### src/rtl/tremolo_pkg.sv
// Shared types and helpers for the tremolo amplitude-modulation stage.
// Combinational helpers only; no flow control here.
package tremolo_pkg;

    typedef enum logic [1:0] {
        S_IDLE = 2'd0,
        S_GAIN = 2'd1,
        S_MUL  = 2'd2,
        S_OUT  = 2'd3
    } t_trem_state;

    localparam logic [16:0] GAIN_ONE  = 17'd32768;
    localparam int          DEPTH_MAX = 16;

    function automatic logic signed [15:0] sat16(input logic signed [33:0] v);
        logic signed [15:0] r;
        if (v > 34'sd32767) begin
            r = 16'sh7FFF;
        end else if (v < -34'sd32768) begin
            r = 16'sh8000;
        end else begin
            r = v[15:0];
        end
        return r;
    endfunction

endpackage

### src/rtl/tremolo_gain_calc.sv
// LFO-to-gain mapping: clamp LFO to Q0.15, mix with depth toward unity; purely combinational.
// No state, no flow control; caller registers the result.
module tremolo_gain_calc
    import tremolo_pkg::*;
(
    input  logic signed [15:0] lfo,
    input  logic        [4:0]  depth,
    output logic        [16:0] gain
);

    logic [14:0] lfo_c;
    logic [4:0]  d;
    logic [15:0] inv;
    logic [19:0] mix;

    always_comb begin
        lfo_c = lfo[15] ? 15'd0 : lfo[14:0];
        d     = (depth > 5'(DEPTH_MAX)) ? 5'(DEPTH_MAX) : depth;
        // Distance from unity, scaled by depth/16; max 32768*16 needs 20 bits.
        inv   = 16'd32768 - {1'b0, lfo_c};
        mix   = {4'b0, inv} * {15'b0, d};
        gain  = GAIN_ONE - 17'(mix >> 4);
    end

endmodule

### src/rtl/tremolo_modulator.sv
// Tremolo: sample * depth-mixed LFO gain, one shared multiplier, result 3 cycles after strobe.
// No backpressure: strobes arriving while busy are dropped and flagged in sticky o_overrun.
module tremolo_modulator
    import tremolo_pkg::*;
#(
    parameter int DATA_W  = 16,
    parameter int DEPTH_W = 5
) (
    input  logic               i_clk,
    input  logic               i_rst_n,
    input  logic               i_valid,
    input  logic [DATA_W-1:0]  i_sample,
    input  logic [DATA_W-1:0]  i_lfo,
    input  logic [DEPTH_W-1:0] i_depth,
    input  logic               i_clr_ovr,
    output logic [DATA_W-1:0]  o_sample,
    output logic               o_valid,
    output logic               o_busy,
    output logic               o_overrun
);

    t_trem_state state_q, state_d;

    logic signed [DATA_W-1:0] sample_q;
    logic signed [DATA_W-1:0] lfo_q;
    logic [DEPTH_W-1:0]       depth_q;
    logic [16:0]              gain_c;
    logic [16:0]              gain_q;
    logic signed [33:0]       sample_x;
    logic signed [33:0]       gain_x;
    logic signed [33:0]       prod;
    logic                     accept;
    logic                     ovr_set;

    assign accept  = i_valid && (state_q == S_IDLE);
    assign ovr_set = i_valid && (state_q != S_IDLE);
    assign o_busy  = (state_q != S_IDLE);

    always_comb begin
        state_d = state_q;
        case (state_q)
            S_IDLE:  if (i_valid) state_d = S_GAIN;
            S_GAIN:  state_d = S_MUL;
            S_MUL:   state_d = S_OUT;
            S_OUT:   state_d = S_IDLE;
            default: state_d = S_IDLE;
        endcase
    end

    always_ff @(posedge i_clk or negedge i_rst_n) begin
        if (!i_rst_n) begin
            state_q <= S_IDLE;
        end else begin
            state_q <= state_d;
        end
    end

    // Strobe-time operands are frozen here; later input changes are ignored.
    always_ff @(posedge i_clk or negedge i_rst_n) begin
        if (!i_rst_n) begin
            sample_q <= '0;
            lfo_q    <= '0;
            depth_q  <= '0;
            gain_q   <= '0;
        end else begin
            if (accept) begin
                sample_q <= i_sample;
                lfo_q    <= i_lfo;
                depth_q  <= (i_depth > DEPTH_W'(DEPTH_MAX)) ? DEPTH_W'(DEPTH_MAX) : i_depth;
            end
            if (state_q == S_GAIN) begin
                gain_q <= gain_c;
            end
        end
    end

    tremolo_gain_calc u_gain_calc (
        .lfo   (16'(lfo_q)),
        .depth (5'(depth_q)),
        .gain  (gain_c)
    );

    // Gain is unsigned Q1.15, so it is zero-extended before the signed multiply.
    assign sample_x = {{(34-DATA_W){sample_q[DATA_W-1]}}, sample_q};
    assign gain_x   = {17'b0, gain_q};
    assign prod     = sample_x * gain_x;

    // Output register loads at the end of S_MUL so o_valid and o_sample land together in S_OUT.
    always_ff @(posedge i_clk or negedge i_rst_n) begin
        if (!i_rst_n) begin
            o_sample <= '0;
            o_valid  <= 1'b0;
        end else begin
            o_valid <= (state_q == S_MUL);
            if (state_q == S_MUL) begin
                o_sample <= DATA_W'(sat16(prod >>> 15));
            end
        end
    end

    always_ff @(posedge i_clk or negedge i_rst_n) begin
        if (!i_rst_n) begin
            o_overrun <= 1'b0;
        end else if (ovr_set) begin
            o_overrun <= 1'b1;
        end else if (i_clr_ovr) begin
            o_overrun <= 1'b0;
        end
    end

endmodule
### config.mk
export PLATFORM = sky130hd
export DESIGN_NAME = tremolo_modulator
export DESIGN_NICKNAME = d
export VERILOG_FILES = /design/src/rtl/tremolo_pkg.sv /design/src/rtl/tremolo_gain_calc.sv /design/src/rtl/tremolo_modulator.sv
export SDC_FILE = /design/constraint.sdc
export NUM_CORES = 1
export LEC_CHECK = 0
export CAP_MARGIN = 5
export CORE_MARGIN = 2
export CORE_UTILIZATION = 55
export DETAILED_ROUTE_END_ITERATION = 8
export MAX_ROUTING_LAYER = met4
export PLACE_DENSITY = 0.85
export SETUP_SLACK_MARGIN = 0.05
export SLEW_MARGIN = 20
export SYNTH_ARGS = -nofsm -noshare
export SYNTH_HDL_FRONTEND = slang
export SYNTH_SLANG_ARGS = --single-unit
### constraint.sdc
create_clock -name i_clk -period 9.6 [get_ports i_clk]
set_input_delay 1.44 -clock i_clk [delete_from_list [all_inputs] [get_ports i_clk]]
set_output_delay 1.44 -clock i_clk [all_outputs]
set_load 0.02 [all_outputs]
Word level (Yosys, flattened, before mapping)
Cells that the tools add are included.

operators by class
  shifts and indexed selects = 0
  bitwise operators = 0
  multiply operators = 2
  add/sub/neg operators = 2
  magnitude comparators = 4
  reductions and logical operators = 5
  mux-type cells = 9
  div/mod/pow operators = 0
  equality and inequality tests = 4

operators with widths
  cell                                                                               count
  16-bit by 18-bit multiplier with 34-bit output                                     1
  16-bit two-way mux                                                                 2
  16-bit by 5-bit multiplier with 20-bit output                                      1
  19-bit by 16-bit greater-than comparator with 1-bit output, second input constant  1
  19-bit by 16-bit < comparator with 1-bit output, second input constant             1
  16-bit by 16-bit subtractor with 17-bit output, first input constant               1
  16-bit by 15-bit subtractor with 16-bit output, first input constant               1
  15-bit two-way mux                                                                 1
  5-bit greater-than comparator, second input constant                               2
  5-bit two-way mux                                                                  2
  2-bit case mux with 4 select lines                                                 1
  2-bit == test, second input constant                                               2
  2-bit nonzero test                                                                 2
  2-bit by 1-bit == test with 1-bit output, second input constant                    1
  1-bit logical AND                                                                  2
  2-bit logical NOT                                                                  1
  1-bit two-way mux                                                                  2
  2-bit two-way mux                                                                  1
  2-bit inequality test, second input constant                                       1

word-level totals
  logic and storage cells = 34
  output and inout port bits = 19
  RAM bits = 0
  bits in registers = 74
  bits in latches = 0
  bits in read-only memories = 0
  memories kept = 0

Logic depth before layout (Yosys ltp)
Gate-level depths: netlist of the first run.

  depth after elaboration = 4
  mapped depth = 26
  depth with buffers taken out = 23

Hierarchy
A second synthesis of the first run with hierarchy kept.

unflattened totals
  cell total of the unflattened synthesis = 1670
  area, all modules = 15228.4 µm²

by module, submodules not included
  module             area each (µm²)  times used  cells an instance
  tremolo_modulator  12285.5          1           1265
  tremolo_gain_calc  2942.8           1           405

Worst setup path after synthesis of the first run
OpenSTA, ideal clock, no wires.

  path kind = flip-flop to flip-flop
  from = register sample_q[15]
  to = register o_sample[12]
  arrival time = 6.826 ns
  path slack = 2.640 ns
  period minus slack after synthesis = 6.960 ns
  buffers on the path = 3
  stages on the path, launching flop included = 24
  path through = dfrtp_1 -> inv_1 -> clkbuf_1 -> nor2_1 -> fa_1 -> fa_1 -> fa_1 -> fa_1 -> fa_1 -> inv_1 -> fa_1 -> inv_1 -> ha_1 -> a21o_1 -> a21o_1 -> a221o_1 -> a221o_1 -> or2_4 -> o211a_1 -> a211o_1 -> buf_6 -> a22oi_4 -> buf_12 -> a211oi_2

between the ends
  word-level cells in the longest chain between the ends = 4

RTL lines
  element                                           RTL line                 text
  start: declaration                                tremolo_modulator.sv:24  logic signed [DATA_W-1:0] sample_q;
  start signal: assignment                          tremolo_modulator.sv:67  sample_q <= i_sample;
  16-bit by 18-bit multiplier with 34-bit output *  tremolo_modulator.sv:86  assign prod = sample_x * gain_x;
  19-bit by 16-bit < comparator with 1-bit output   tremolo_pkg.sv:19        end else if (v < -34'sd32768) begin
  16-bit two-way mux                                tremolo_pkg.sv:19
  16-bit two-way mux *                              tremolo_pkg.sv:17        if (v > 34'sd32767) begin
  end signal: assignment                            tremolo_modulator.sv:96  o_sample <= DATA_W'(sat16(prod >>> 15));
  end: declaration                                  tremolo_modulator.sv:16  output logic [DATA_W-1:0] o_sample,

Mark *: on every way between the ends. The rest lies on a longest branch, timed or not.
A chain may end at the register's enable or synchronous reset.

Worst setup path after layout of the first run
  from = register sample_q[15]
  to = register o_sample[8]

Same word-level chain as after synthesis.

==> metrics.txt, run 1 <==
outcome=finished clean; I/O Buffers=59; CORE AREA=0.0269 sq mm; most common library cell in the layout ignoring fill and taps=sky130_fd_sc_hd__inv_1; DRT Wirelength=34.6 mm; launch point of the worst reg-to-reg path=sample_q[15]; synthesized instance count=1,661; Area contributors post-synth=sky130_fd_sc_hd__fa_1 33%, sky130_fd_sc_hd__ha_1 13%, sky130_fd_sc_hd__dfrtp_1 12%, sky130_fd_sc_hd__inv_1 7.6%, sky130_fd_sc_hd__and2_1 5.7%; Post-route DRC=0; proportion of register bits with asynchronous set or reset after synthesis=100%; maximum capacitance violations=0; area taken by multi-input logic gates=between 0.01 and 0.015 sq mm; highest metal layer used by the detailed router=met4; accumulated negative setup slack=0 ns; post-layout minimum cycle time=7.70 ns; I/O pin count=60; cts-stage hold buffer count=0; max-slew headroom at the worst pin=30.8%; post-route fraction of the period consumed by the critical path=80.3%; post-CTS setup buffer count=0; H-tree levels=3; Final Wtd Congestion=0.945; HPWL after detailed placement=approximately 27 mm; critical path arrival=a little under 8 ns; required time of the critical path=9.80 ns; final count of hold timing violations=0; #FFs+latches synth=74; Clk Tree Root Cell=sky130_fd_sc_hd__clkbuf_16; area of all sequential standard cells=~0.0019 sq mm; Max Freq=around 0.13 GHz; Least-Margin Pin Slew=1.03 ns; TritonCTS clock tree=yes; cell taking the most area after synthesis=sky130_fd_sc_hd__fa_1; slack of the worst reg-to-reg path=between 1.5 and 2 ns; clock slew at the register clock pins of the worst setup and hold paths=0.06 ns; start point of the worst min-delay path=depth_q[3]; total track usage=about a quarter; endpoint with the worst hold slack=depth_q[3]; routed length on met1=approximately 14 mm; fraction of post-synthesis cell area in the top cell type by area=32.9%; Reg2Reg Depth=20; ANT nets after route=0; CTS Sinks=between 70 and 80; post-synthesis instance area=~0.015 sq mm; Final #Nets=approximately 2,100; area added between synthesis and finish=7.00%; total CTS buffers=9; number of nets produced by synthesis=2,101; via count of the first global-routing pass=12,500; Max clock buf depth=2; worst reg2reg path endpoint=o_sample[8]; Worst setup SP type=flop; classification of the worst setup path=reg -> reg; via count of the routed design=11,700; starting density of the core=55.9%; wire length per cell after detailed routing=between 15 and 20 um; height of the chip=169 um; row count=60; first drt pass iteration count=7; Final Slew Violations=0; warnings from Yosys=0; launch point of the worst path=sample_q[15]; maximum net fanout on the critical path=15; worst clock skew on the final layout=roughly 0.0083 ns; most used flip-flop cell after synthesis=sky130_fd_sc_hd__dfrtp_1; Ant. Diodes=0; drt via density=5.78; wire length of the first global-routing pass=59.1 mm; Final setup violation count=0; share of final-layout standard cells stronger than drive strength 1=4.95%; placed cell area=roughly 0.016 sq mm; detailed route wirelength on metal2=17.6 mm; Hold Path Class=reg -> reg; maximum number of pins on one net before global-route repair=75; Filler Cells Inserted=2,188; number of resized instances in the post-cts repair step=0; cell area after layout=0.0161 sq mm; number of distinct library cells after synthesis=71; count of flip-flops with a built-in enable after synthesis=0; most frequent cells in the layout=303 x sky130_fd_sc_hd__inv_1, 247 x sky130_fd_sc_hd__fa_1, 212 x sky130_fd_sc_hd__nand2_1, 152 x sky130_fd_sc_hd__ha_1, 136 x sky130_fd_sc_hd__and2_1; total congestion overflow after global routing=0; total length of routed met3 wires=2.49 mm; RSZ-0062 raised after global routing=no; area enclosed by the die boundary=0.0287 sq mm; average cell area after synthesis=9.04 sq um; insertion delay of the later-clocked pin in the worst-skew pair=0.35 ns; hold-critical path depth=2; number of antenna violations at the first check in global routing=0; sequential element share of the synthesized area=between 10% and 20%; Crit. End Element=flop; chip width=169 um; DRC marker count from the first detailed-route iteration=938
## flip-flops by register name, summed over array words and instances, names as in the netlist
signal and count:
depth_q 5, o_valid 1, o_sample 16, o_overrun 1, lfo_q 16, gain_q 17, state_q 2, sample_q 16
## cells in the mapped netlist (all sizes together), types with 3 or more instances
cell type,count
or4,4
o2111ai,3
a211oi,11
fa,247
xnor2,28
nor3,23
xor2,24
ha,152
nand4,8
inv,303
and4,3
a221oi,12
a31o,5
or2,5
o211ai,5
mux2,40
nor2b,15
and2,137
a21o,17
mux2i,4
nand2b,33
clkbuf,53
o21ai,36
and3,10
a22oi,3
a221o,4
a21oi,41
or3,4
a31oi,4
o21a,4
buf,9
nor2,77
o211a,3
nand2,214
nand3,12
nor4,4
o41ai,3
dfrtp,74
## through the flow
stage               util [%]  hold slack (ns)  setup slack [ns]  std cells
floorplan                  -            0.442              2.64       1661
global placement        58.8            0.462              2.03       2001
detailed placement      58.8            0.488              1.76       2001
CTS                     59.8            0.501              1.76       2017
global route            59.8            0.523              1.53       2017
finish                  59.8            0.504              1.90       2017
## critical path, stage by stage (launching register included)
cell and delay (ns):
sky130_fd_sc_hd__dfrtp_1 0.58, sky130_fd_sc_hd__inv_1 0.32, sky130_fd_sc_hd__nor2_1 0.25, sky130_fd_sc_hd__fa_1 0.46
sky130_fd_sc_hd__fa_1 0.52, sky130_fd_sc_hd__fa_1 0.52, sky130_fd_sc_hd__fa_1 0.53, sky130_fd_sc_hd__fa_1 0.54
sky130_fd_sc_hd__inv_1 0.06, sky130_fd_sc_hd__fa_1 0.53, sky130_fd_sc_hd__inv_1 0.04, sky130_fd_sc_hd__ha_1 0.34
sky130_fd_sc_hd__a21o_1 0.20, sky130_fd_sc_hd__a21o_1 0.17, sky130_fd_sc_hd__a221o_1 0.40, sky130_fd_sc_hd__a221o_1 0.41
sky130_fd_sc_hd__or2_4 0.29, sky130_fd_sc_hd__o211a_1 0.24, sky130_fd_sc_hd__a211o_1 0.39, sky130_fd_sc_hd__a22oi_4 0.55
sky130_fd_sc_hd__a221oi_1 0.20
## how the worst max path moves through the flow
stage               slack [ns]           end
floorplan                 2.64  o_sample[12]
CTS                       1.76   o_sample[8]
finish                    1.90   o_sample[8]
global placement          2.03   o_sample[1]
detailed placement        1.76   o_sample[8]
global route              1.53   o_sample[1]
## cell type report
type | instances | area share, %
clock buffers | 12 | 1.53
clock inverters | 4 | 0.163
inverters | 304 | 7.10
multi-input cells | 1221 | 73.3
flip-flops and latches | 74 | 11.5
well taps | 341 | 2.65
repair buffers | 61 | 3.77
## logic make-up (layout without fill, tap and decap cells)
| logic type | Yosys count | in the layout | share of synthesized area (%) |
|---|---|---|---|
| buffers and inverters | 366 | 381 | 9.33 |
| and+or+nand+nor | 554 | 554 | 18.2 |
| muxes | 44 | 44 | 3.26 |
| adders and majority gates | 399 | 399 | 45.6 |
| DFF | 74 | 74 | 12.3 |
| xor gates and xnor gates | 53 | 53 | 3.18 |
| AOI/OAI and AO/OA | 171 | 171 | 8.17 |
## metal layers
layer	global-route usage, %	vias up
met3	3.75	85
met1	32.7	5855
met2	44.7	481
met5	-	-
li1	-	5234
met4	8.47	0
Power of run 1 is left out: the tool's default activity adds up to more than one toggle a clock period on the data nets, which glitch-free logic cannot reach.
==> run 2, diff against run 1 <==
clock period = 7.2 ns   (was 9.6 ns; I/O delays follow)
==> run 2 against run 1 <==
First-iteration DRC count down 4.6%. Fmax is 11% higher. Global-route usage shrank 0.31 points. Routed wire length grew 2.7%. Highest routed layer unchanged. Sequential share of layout area is 0.17 points lower. Clock skew rose by 0.0016 ns. Largest cell class unchanged. Cell count grew 3.2%. Setup slack got worse by 1.7 ns. Sequential cell count unchanged. Die area did not move. Critical path type unchanged. Via count up 1.8%.
==> metrics.txt, run 2 (synthesized netlist as in run 1, its figures left out) <==
Post-route DRC=0 (unchanged); Final setup violation count=0 (unchanged); classification of the worst setup path=reg -> reg; most frequent cells in the layout=302 x sky130_fd_sc_hd__inv_1, 247 x sky130_fd_sc_hd__fa_1, 212 x sky130_fd_sc_hd__nand2_1, 152 x sky130_fd_sc_hd__ha_1, 136 x sky130_fd_sc_hd__and2_1; endpoint with the worst hold slack=depth_q[3]; final count of hold timing violations=0 (unchanged); chip width=169 um (unchanged); highest metal layer used by the detailed router=met4; buffers and inverters on the worst path=5 (+2); clock slew at the register clock pins of the worst setup and hold paths=0.06 ns (about the same); launch point of the worst reg-to-reg path=sample_q[12]; wire length of the first global-routing pass=58.1 mm (-1.7%); CORE AREA=0.0269 sq mm (unchanged); RSZ-0062 raised after global routing=no; total congestion overflow after global routing=0 (unchanged); worst clock skew on the final layout=0.00984 ns (+0.00159 ns); worst reg2reg path endpoint=o_sample[13]; Least-Margin Pin Slew=1.02 ns (-0.0150 ns); Hold Path Class=reg -> reg; maximum capacitance violations=0 (unchanged); maximum single-stage delay on the critical path=0.55 ns (-0.03 ns); Clk Tree Root Cell=sky130_fd_sc_hd__clkbuf_16; CP top delay family=adder cells; hold-critical path depth=2 (unchanged); drt via density=5.70 (-1.4%); via count of the first global-routing pass=12,200 (-2.5%); total track usage=26.0% (-0.31 points); maximum number of pins on one net before global-route repair=75 (unchanged); area added between synthesis and finish=10.8%; required time of the critical path=7.42 ns (-2.38 ns); row count=60 (unchanged); total length of routed met3 wires=2.11 mm (-15%); Max clock buf depth=2 (unchanged); worst setup slack before clock tree synthesis=-0.00685 ns (-1.77 ns); share of final-layout standard cells stronger than drive strength 1=10.1% (+5.2 points); CTS Sinks=74 (unchanged); total CTS buffers=9 (unchanged); register ranked first by flip-flop count=gain_q; number of antenna violations at the first check in global routing=0 (unchanged); first drt pass iteration count=6 (-1); number of flip-flops in the largest register=17 (unchanged); wire length per cell after detailed routing=17.1 um (-0.47%); HPWL after detailed placement=28.4 mm (+4.8%); slack of the worst reg-to-reg path=0.24 ns (-1.66 ns); H-tree levels=3 (unchanged); TritonCTS clock tree=yes; Filler Cells Inserted=2,152 (-1.6%); area enclosed by the die boundary=0.0287 sq mm (unchanged); maximum net fanout on the critical path=10 (-5); routed length on met1=14.1 mm (+4.5%); chain of cells forming the critical path=and2_1 -> fa_1 -> inv_1 -> fa_1 -> inv_1 -> fa_1 -> fa_1 -> fa_1 -> inv_1 -> fa_1 -> inv_1 -> ha_1 -> a21oi_2 -> o21ai_1 -> a221o_1 -> a221o_1 -> or2_4 -> o211a_1 -> a211o_1 -> buf_4 -> a22oi_1 -> a211oi_2; detailed route wirelength on metal2=18.2 mm (+3.2%); starting density of the core=55.9% (unchanged); most common library cell in the layout ignoring fill and taps=sky130_fd_sc_hd__inv_1; post-route fraction of the period consumed by the critical path=96.7% (+16 points); height of the chip=169 um (unchanged); insertion delay of the later-clocked pin in the worst-skew pair=0.35 ns (about the same); I/O pin count=60 (unchanged); I/O Buffers=59 (unchanged); final setup slack of the worst path=0.239 ns (-1.66 ns); ANT nets after route=0 (unchanged); critical path arrival=7.18 ns (-0.72 ns); Final Slew Violations=0 (unchanged); Ant. Diodes=0 (unchanged); DRC marker count from the first detailed-route iteration=895 (-4.6%); via count of the routed design=11,900 (+1.8%); Reg2Reg Depth=22 (+10%); cell type of the slowest stage on the worst timing path=sky130_fd_sc_hd__fa_1; DRT Wirelength=35.6 mm (+2.7%); Worst setup SP type=flop; start point of the worst min-delay path=depth_q[3]; Max Freq=0.144 GHz (+11%); max-slew headroom at the worst pin=32.1% (+1.2 points); outcome=finished clean; crit-path most repeated cell=sky130_fd_sc_hd__fa_1; Hold WS=0.503 ns (-0.000758 ns); Final Wtd Congestion=0.926 (-2.1%); Final #Nets=2,177 (+3.1%); Crit. End Element=flop; post-layout minimum cycle time=6.96 ns (-0.744 ns)
==> run 2: changes by cell type in the layout (fill, tap and decap cells not counted), sizes merged <==
cell | before | now
buf | 3 | 69
clkbuf | 12 | 9
clkinv | 3 | 5
clkinvlp | 1 | 2
inv | 304 | 303
==> run 2: worst max path at each step <==
stage,endpoint,slack [ns],start,depth (start not counted)
2_1_floorplan,o_sample[12],0.24,sample_q[15],23
3_3_place_gp,o_sample[0],0.16,gain_q[3],22
3_5_place_dp,o_sample[0],-0.007,sample_q[9],23
4_1_cts,o_sample[0],0.05,gain_q[9],22
5_1_grt,o_sample[13],0.05,gain_q[10],21
6_report,o_sample[13],0.24,sample_q[12],22
==> run 2: cell type report <==
type                            instances  area, sq um  area share (%)
Sequential cell                        74         1890            11.4
Tap cell                              341          427            2.56
Clock buffer                            9          225            1.35
Inverter                              304         1140            6.86
Timing Repair Buffer                  127         1130            6.77
Clock inverter                          6         35.0           0.211
Multi-Input combinational cell       1221        11800            70.9
==> run 2: through the flow <==
step           TNS [ns]  instance area [sq um]  util (%)  std cells
5_1_grt               0                  16600      61.9       2082
3_5_place_dp   -0.00685                  16100      59.7       2034
3_3_place_gp          0                  16100      59.7       2034
2_1_floorplan         0                  15000         -       1661
6_report              0                  16600      61.9       2082
4_1_cts               0                  16300      60.7       2049
==> run 2: repair_timing <==
action	CTS	global route
gates resized for setup	8	26
pin swaps	0	3
setup endpoints to repair	10	16
hold buffers	0	0
endpoints found under the hold margin	0	0
buffers inserted	0	33
==> run 2: metal layers <==
layer | global-route usage, % | up-vias
li1 | - | 5365
met1 | 32.2 | 5973
met2 | 43.7 | 434
met3 | 3.57 | 92
met4 | 9.85 | 0
met5 | - | -
==> run 2: worst register-to-register path: cells and delay by family (launching register included) <==
family,cells,cell delay (ns)
adders and majority gates,7,3.54
buffers and inverters,5,0.39
DFF,1,0.52
and+or+nand+nor,2,0.49
AOI/OAI and AO/OA,8,1.91
Power of run 2 is left out for the same reason.
==> variant: new RTL, settings of run 1 <==
`DATA_W`: 16 -> 32.
--- a/src/rtl/tremolo_modulator.sv
+++ b/src/rtl/tremolo_modulator.sv
@@ -3,7 +3,7 @@
 module tremolo_modulator
     import tremolo_pkg::*;
 #(
-    parameter int DATA_W  = 16,
+    parameter int DATA_W  = 32,
     parameter int DEPTH_W = 5
 ) (
     input  logic               i_clk,
Ports: changed (resized i_lfo, i_sample and o_sample); port bits go from 60 to 108. The function was not compared with the original's and may differ.
==> variant against run 1 <==
Sequential share of layout area down 0.83 points; critical path type unchanged; clock skew increased by 0.0083 ns; synthesized area up 31%; critical endpoint is now o_sample[5]; final cell count is 31% higher; final area grew 31%; worst setup slack better by 0.12 ns; sequential cell count increased by 16; first-iteration DRC count up 1.9%; routed wire length is 31% higher.
Power is left out: the tool's default activity adds up to more than one toggle a clock period on the data nets, which glitch-free logic cannot reach.
==> variant: results (changes against run 1) <==
INFO  metric grt_start_max_net_pins = 66 (-12%)
INFO  metric first_global_vias = 16034 (+28%)
INFO  metric detailroute.wirelength.met3 = 3150 um (+27%)
INFO  metric cts-root-buf = sky130_fd_sc_hd__clkbuf_16
INFO  metric grt_use_total = 0.265 (+0.00199)
INFO  metric routedWlPerCell = 17.2 um (+0.31%)
INFO  metric global_route_wire_length_before_repair = 77100 um (+31%)
INFO  metric worstPathArrival = 7.91 ns (about the same)
INFO  metric final.fill_count = 2907 (+33%)
INFO  metric timing.clock.skew = 0.0166 ns (+0.00831 ns)
INFO  metric clk_transition_reported_paths = 0.08 ns (+0.02 ns)
INFO  metric synth_top_cells_by_count = sky130_fd_sc_hd__inv_1, sky130_fd_sc_hd__fa_1, sky130_fd_sc_hd__nand2_1, sky130_fd_sc_hd__and2_1, sky130_fd_sc_hd__ha_1
INFO  metric place.detailed.hpwl = 35500 um (+31%)
INFO  metric cts-resized-gates = 0 (unchanged)
INFO  metric synth.lib_cells_used.distinct = 68 (-4.2%)
INFO  metric slew_headroom = 0.265 (-0.0433)
INFO  metric post_synth_fa_ha_maj_area_fraction = 0.465 (+0.00933)
INFO  metric dominantRegCellSynth = sky130_fd_sc_hd__dfrtp_1
INFO  metric grt_antenna_before_repair = 0 (unchanged)
INFO  metric synth_area_in_compound_gates = 0.0534 (-0.0283)
INFO  metric number_of_i_o_port_buffers = 91 (+54%)
INFO  metric layout.cells.non_filler = 2633 (+31%)
INFO  metric final_net_count = 2740 (+30%)
INFO  metric post_synth_mux_area_share = 0.0341 (+0.00146)
INFO  metric met2_length = 23200 um (+32%)
INFO  metric synth_sequential_area_ratio = 0.114 (-0.00893)
INFO  metric yosys.area_share.xor_xnor = 0.0396 (+0.00776)
INFO  metric wirelength_met1 = 17100 um (+26%)
INFO  metric critical_path.max_fanout = 25 (+10)
INFO  metric insertedDiodeCount = 0 (unchanged)
INFO  metric route.vias.total = 14399 (+24%)
INFO  metric post_dp_cell_area = 20800 um^2 (+31%)
INFO  metric worst_skew_pair.late_latency = 0.40 ns (+0.05 ns)
INFO  metric gp_congestion = 0.884 (-6.5%)
INFO  metric critPathMaxStageDelay = 1.00 ns (+0.42 ns)
INFO  metric average_footprint_of_a_synthesized_cell = 9.08 um^2 (+0.37%)
INFO  metric synthTopCellsByArea = sky130_fd_sc_hd__fa_1, sky130_fd_sc_hd__dfrtp_1, sky130_fd_sc_hd__inv_1
INFO  metric cpMaxStageDelayCell = sky130_fd_sc_hd__dfrtp_1
INFO  metric outcome = completed
INFO  metric drive_gt1_frac = 0.0488 (-0.000720)
INFO  metric cts_max_level = 3 (unchanged)
INFO  metric initialDrtViolationCount = 956 (+1.9%)
## variant: worst paths after layout
path	startpoint	end	slack, ns	cells past startpoint
min in group asynchronous	i_rst_n	o_sample[0]	0.95	1
worst max-delay path	gain_q[10]	o_sample[5]	2.02	21
worst min-delay path	depth_q[2]	depth_q[2]	0.50	2
max in group asynchronous	i_rst_n	lfo_q[1]	7.47	2
worst max register to register	gain_q[10]	o_sample[5]	2.02	21
worst min register to register	depth_q[2]	depth_q[2]	0.50	2
## variant: final cells by class
| type | instances | area, um^2 | area share |
|---|---|---|---|
| Tap cell | 461 | 577 | 0.0274 |
| Inverter | 495 | 1860 | 0.0882 |
| Timing Repair Buffer | 104 | 1010 | 0.0477 |
| Clock inverter | 7 | 78.8 | 0.00374 |
| Multi-Input combinational cell | 1467 | 15100 | 0.715 |
| Clock buffer | 9 | 225 | 0.0107 |
| Sequential cell | 90 | 2250 | 0.107 |
## variant: per-stage QoR
step	setup slack, ns	util
floorplan	2.94	-
global placement	2.09	0.587
detailed placement	1.98	0.587
CTS	1.93	0.595
global route	1.71	0.595
finish	2.02	0.595
## variant: critical path, delay by kind of cell, from the launching register on
| family | cells | cell delay [ns] |
|---|---|---|
| DFF | 1 | 1.00 |
| and+or+nand+nor | 3 | 0.32 |
| buffers and inverters | 3 | 0.14 |
| adders and majority gates | 7 | 3.51 |
| AOI/OAI and AO/OA | 8 | 2.51 |
## variant: layer usage
metal  global-route usage  vias to the layer above
li1                     -                     6408
met3               0.0507                      136
met4                0.117                        0
met1                0.303                     7317
met5                    -                        -
met2                0.455                      538
